### config.mk
export PLATFORM = sky130hd
export DESIGN_NAME = pipe_seg_skid
export DESIGN_NICKNAME = d
export VERILOG_FILES = /design/src/rtl/pipe_seg_skid.sv
export SDC_FILE = /design/constraint.sdc
export NUM_CORES = 1
export LEC_CHECK = 0
export CAP_MARGIN = 30
export CORE_MARGIN = 10
export CORE_UTILIZATION = 45
export DETAILED_ROUTE_END_ITERATION = 8
export GPL_TIMING_DRIVEN = 0
export PLACE_DENSITY = 0.75
export SLEW_MARGIN = 20
export SYNTH_ARGS = -nofsm -noshare
export SYNTH_HDL_FRONTEND = slang
export SYNTH_SLANG_ARGS = --single-unit
### constraint.sdc
create_clock -name clk -period 5.4 [get_ports clk]
set_clock_uncertainty 0.15 [all_clocks]
set_input_delay 0.54 -clock clk [delete_from_list [all_inputs] [get_ports clk]]
set_output_delay 0.54 -clock clk [all_outputs]
set_load 0.01 [all_outputs]
### src/rtl/pipe_seg_skid.sv
// Pipeline segment register with a valid/ready handshake, 2-entry skid buffer,
// flush and a flush shadow flag. Define PIPE_SEG_STALL_CNT_EN to build the stall counter.
module pipe_seg_skid #(
    parameter int unsigned       DATA_W        = 64,
    parameter logic [DATA_W-1:0] RESET_VAL     = {DATA_W{1'b0}},
    parameter int unsigned       SHADOW_CYCLES = 1,
    parameter int unsigned       CNT_W         = 16
) (
    input  logic              clk,
    input  logic              reset,
    input  logic              flush,
    input  logic              in_valid,
    output logic              in_ready,
    input  logic [DATA_W-1:0] in_data,
    output logic              out_valid,
    input  logic              out_ready,
    output logic [DATA_W-1:0] out_data,
    output logic [1:0]        occupancy,
    output logic              flush_shadow,
    output logic [CNT_W-1:0]  stall_cnt
);

    localparam logic [7:0] SHADOW_LD = 8'(SHADOW_CYCLES);

    logic              r_out_valid;
    logic              r_skid_valid;
    logic [DATA_W-1:0] r_out_data;
    logic [DATA_W-1:0] r_skid_data;
    logic [7:0]        r_shadow;
    logic              w_in_fire;
    logic              w_out_fire;

    // in_ready comes straight from the skid flop, so out_ready never reaches upstream
    assign in_ready   = ~r_skid_valid;
    assign w_in_fire  = in_valid & ~r_skid_valid;
    assign w_out_fire = r_out_valid & out_ready;

    always_ff @(posedge clk) begin
        if (reset) begin
            r_out_valid  <= 1'b0;
            r_skid_valid <= 1'b0;
            r_out_data   <= RESET_VAL;
            r_skid_data  <= RESET_VAL;
            r_shadow     <= 8'd0;
        end else if (flush) begin
            r_out_valid  <= 1'b0;
            r_skid_valid <= 1'b0;
            r_out_data   <= RESET_VAL;
            r_skid_data  <= RESET_VAL;
            r_shadow     <= SHADOW_LD;
        end else begin
            if (r_shadow != 8'd0)
                r_shadow <= r_shadow - 8'd1;
            if (!r_out_valid) begin
                if (w_in_fire) begin
                    r_out_valid <= 1'b1;
                    r_out_data  <= in_data;
                end
            end else if (w_out_fire) begin
                if (r_skid_valid) begin
                    r_out_data   <= r_skid_data;
                    r_skid_valid <= 1'b0;
                    r_skid_data  <= RESET_VAL;
                end else if (w_in_fire) begin
                    r_out_data <= in_data;
                end else begin
                    r_out_valid <= 1'b0;
                    r_out_data  <= RESET_VAL;
                end
            end else if (w_in_fire) begin
                r_skid_valid <= 1'b1;
                r_skid_data  <= in_data;
            end
        end
    end

    assign out_valid    = r_out_valid;
    assign out_data     = r_out_data;
    assign occupancy    = {r_out_valid & r_skid_valid, r_out_valid ^ r_skid_valid};
    assign flush_shadow = (r_shadow != 8'd0);

`ifdef PIPE_SEG_STALL_CNT_EN
    logic [CNT_W-1:0] r_stall_cnt;

    // Saturating count of cycles a held beat waits on downstream
    always_ff @(posedge clk) begin
        if (reset)
            r_stall_cnt <= '0;
        else if (r_out_valid && !out_ready && !flush && !(&r_stall_cnt))
            r_stall_cnt <= r_stall_cnt + CNT_W'(1);
    end

    assign stall_cnt = r_stall_cnt;
`else
    assign stall_cnt = '0;
`endif

endmodule

# --- After elaboration in Yosys (flattened, before gate mapping) ---
# Index checks and enable logic that the tools add are counted.
# Widths: inputs -> output; s select.
word_totals:
  elab_cells: 37
  register_bits: 138
op_classes:
  n_bitwise: 5
  add_sub_neg: 1
  mux: 15
  n_eq_ne: 2
  reduce_logical: 8
ops:
  columns: ["cell", "n"]
  rows:
  - ["$mux 64", 7]
  - ["$mux 1", 8]
  - ["$reduce_bool 8->1", 1]
  - ["$sub 8x1->8 const B", 1]
  - ["$reduce_bool 2->1", 3]
  - ["$reduce_and 2->1", 2]
  - ["$and 1x1->1", 3]
  - ["$reduce_and 3->1", 1]
  - ["$ne 2x1->1 const B", 1]
  - ["$ne 2x2->1 const B", 1]
  - ["$reduce_or 2->1", 1]
  - ["$not 1->1", 1]
  - ["$xor 1x1->1", 1]

# --- Logic depth before layout (Yosys ltp) ---
logic_depth:
  word_depth: 6
  mapped_depth: 7
  mapped_depth_nobuf: 6

# --- Worst setup path after synthesis ---
# Ideal clock, no wire load.
synth_timing:
  path_kind: "register to output"
  startpoint: "register r_shadow[0]"
  endpoint: "output port flush_shadow"
  required_time_ps: 4710
  path_stages_with_launch: 6
  setup_slack_ps: 3394
  arrival_time_ps: 1316
  cell_sequence: "dfxtp_1 -> inv_1 -> ha_1 -> or3b_2 -> nor2_1 -> inv_1"
synth_via:
  elab_chain_len: 1
synth_rtl:
  columns: ["item", "line", "text"]
  rows:
  - ["start: declaration", "29", "logic [7:0] r_shadow;"]
  - ["start signal: assignment", "53", "r_shadow <= r_shadow - 8'd1;"]
  - ["$reduce_bool 8->1", "80", "assign flush_shadow = (r_shadow != 8'd0);"]
  - ["end: declaration", "19", "output logic flush_shadow,"]
# No other way between the ends.

# --- Final worst setup path ---
# Same ends and word-level chain as after synthesis.

==> reports/results.ini <==
[power]
power_density_mw_per_mm2 = 327
ir_drop_uv = 219
p_leak_nw = 2.75

[global_route]
grt_max_degree = 17
grt_pass1_vias = 5785
grt_pass1_wl_mm = 30.2
track_usage_pct = 20.5
overflow = 0
antenna_found_initial = 0

[layout]
finalNonFillerCells = 1091
final_core_util_pct = 63.8
area_growth_pct = 37.9
final_net_count = 978
drive_gt1_share_pct = 7.51
fillers = 1140
fin_area_mm2 = 0.00812
num_antenna_cells = 0

[job]
maxCapViolCount = 0

[clock_tree]
clk_pin_slew_worst_paths_ps = 50
post_cts_buffers = 0
cts_max_level = 4
clock_latency_ps = 430
numCtsBuffers = 17
clockBufferDepth = 2
cts_resized = 0
cts_tree = built
clockRootBuffer = clkbuf_16
cts_num_sinks = 138
hold_buffers = 0

[logic_synthesis]
synth_commonest_cells = 138 x dfxtp_1, 130 x o21ai_0, 128 x nand2_1
yosysTopAreaCell = dfxtp_1
synth_cell_types = 37
synth_edf_count = 0
syn_avg_cell_area_um2 = 8.01
synthCells = 735
synth_top_area_share_pct = 46.9
seq_area_frac_synth_pct = 46.9
synthFlopType = dfxtp_1
synth_area_mm2 = 0.00588
synth_area_leaders = dfxtp_1 47%, o21ai_0 11%, a311oi_1 9.4%, nand2_1 8.2%, nor3_1 6.0%
synth_async_sr_flop_share_pct = 0
yosysWarnings = 0
yosysMostFrequentCell = dfxtp_1
synth-seq-cells = 138

[sta]
fin_hold_ws_ps = 306
maxSlewHeadroom_pct = 59.2
report.final.slew_viol_count = 0
post-route-period-util_pct = 57.2
min_period_ps = 3090
timing.fmax_mhz = 324
setup_tns_ps = 0
worst_slew_pin_slew_ps = 612
setup_viol = 0
hold_viol = 0
rsz0062_at_grt = no

[hold_path]
hp-class = flop to flop

[floorplanning]
die-area_mm2 = 0.0180
die_w_um = 134
dieHeight_um = 134
ios = 154
fp-row-count = 41
initial_utilization_pct = 46.3
core_mm2 = 0.0127

[placed_design]
gp_routability_congestion = 0.824
dp_cells = 1059
place_area_mm2 = 0.00753
place.port_buffers = 137
dp_hpwl_mm = 13.0

[route]
initialDrtViolationCount = 487
wl_per_cell_um = 17.3
drt_pass1_iterations = 5
drc = 0
detail-route-antenna-nets = 0
avgViaCountPerCell = 5.59
vias = 6104
totalWireLength_mm = 18.8

[setup_path]
worstPathMaxFanout = 4
path_class = flop to output port
critPathLaunchType = flop
arrival_ps = 2400
critPathCaptureType = output port
required_ps = 4710

[outcome]
status = finished, final reports clean

[worst paths after layout]
check	from	to	slack [ps]	depth (start not counted)
worst max-delay path	r_shadow[0]$_SDFFE_PP0P_	flush_shadow	2310	6
worst max register to register	r_skid_valid$_SDFFE_PP0P_	out_data[22]$_SDFFE_PP0P_	3230	6
worst min register to register	r_skid_data[57]$_SDFFE_PP0P_	r_skid_data[57]$_SDFFE_PP0P_	310	2
worst min-delay path	r_skid_data[57]$_SDFFE_PP0P_	r_skid_data[57]$_SDFFE_PP0P_	310	2
[state kept, by name, indices dropped and copies added (netlist names)]
register      flops
out_data         64
out_valid         1
r_shadow          8
r_skid_data      64
r_skid_valid      1
[metrics by stage]
step | power (mW) | setup slack (ps)
floorplan | 1.32 | 3390
global placement | 1.50 | 2640
detailed placement | 1.50 | 2600
CTS | 2.67 | 2290
global route | 2.75 | 2210
finish | 2.65 | 2310
[layout make-up]
cell class / instances / area (um^2) / area share (%)
Buffer: 94 / 435 / 5.37
Clock buffer: 23 / 468 / 5.77
Clock inverter: 9 / 120 / 1.48
Inverter: 5 / 18.8 / 0.231
Multi-Input combinational cell: 513 / 2720 / 33.6
Sequential cell: 138 / 2760 / 34.0
Tap cell: 172 / 215 / 2.65
Timing Repair Buffer: 137 / 1370 / 16.9
[cells by family after synthesis]
group,share of synthesized area [%]
adder cells (fa/ha/maj),0.638
buffers and inverters,7.72
flip-flops,46.9
AO/OA/AOI/OAI,21.9
XOR/XNOR,0.447
AND/OR/NAND/NOR,22.3
other,0.0637
[cells in the final DEF (no fill, tap or decap), types with 3 or more instances in the layout]
cell and instances:
buf_1 11, xnor2_1 3, ha_1 3, bufinv_16 3, nor3_1 70, o21ai_0 130, a311oi_1 63, nor2_1 3
clkbuf_2 6, nand3_1 64, clkbuf_1 53, clkinv_2 6, inv_1 5, dfxtp_1 138, conb_1 16, clkdlybuf4s50_1 137
buf_2 12, a21oi_1 6, nor3b_1 3, buf_4 16, nand2_1 128, clkbuf_16 17
[critical path, stage by stage (launching register included)]
cell             delay, ps
dfxtp_1                330
inv_1                  100
ha_1                   170
or3b_2                 490
nor2_1                 240
inv_1                  130
clkdlybuf4s50_1        500
[power by group]
group | switching [mW] | internal (mW)
Clock | 0.426 | 0.745
Sequential | 0.0292 | 1.06
Combinational | 0.205 | 0.189
Total | 0.661 | 1.99
[per-layer routing]
layer,share of wire (%),GRT usage (%),wire length (um),vias to the layer above
met2,48,32.6,9020,244
met3,8.2,7.43,1550,23
met5,0,0,0,-
met4,1.4,6.29,259,0
met1,42,25.2,7990,2866
li1,-,-,-,2971
No activity file was read; power rests on OpenSTA's default activity.
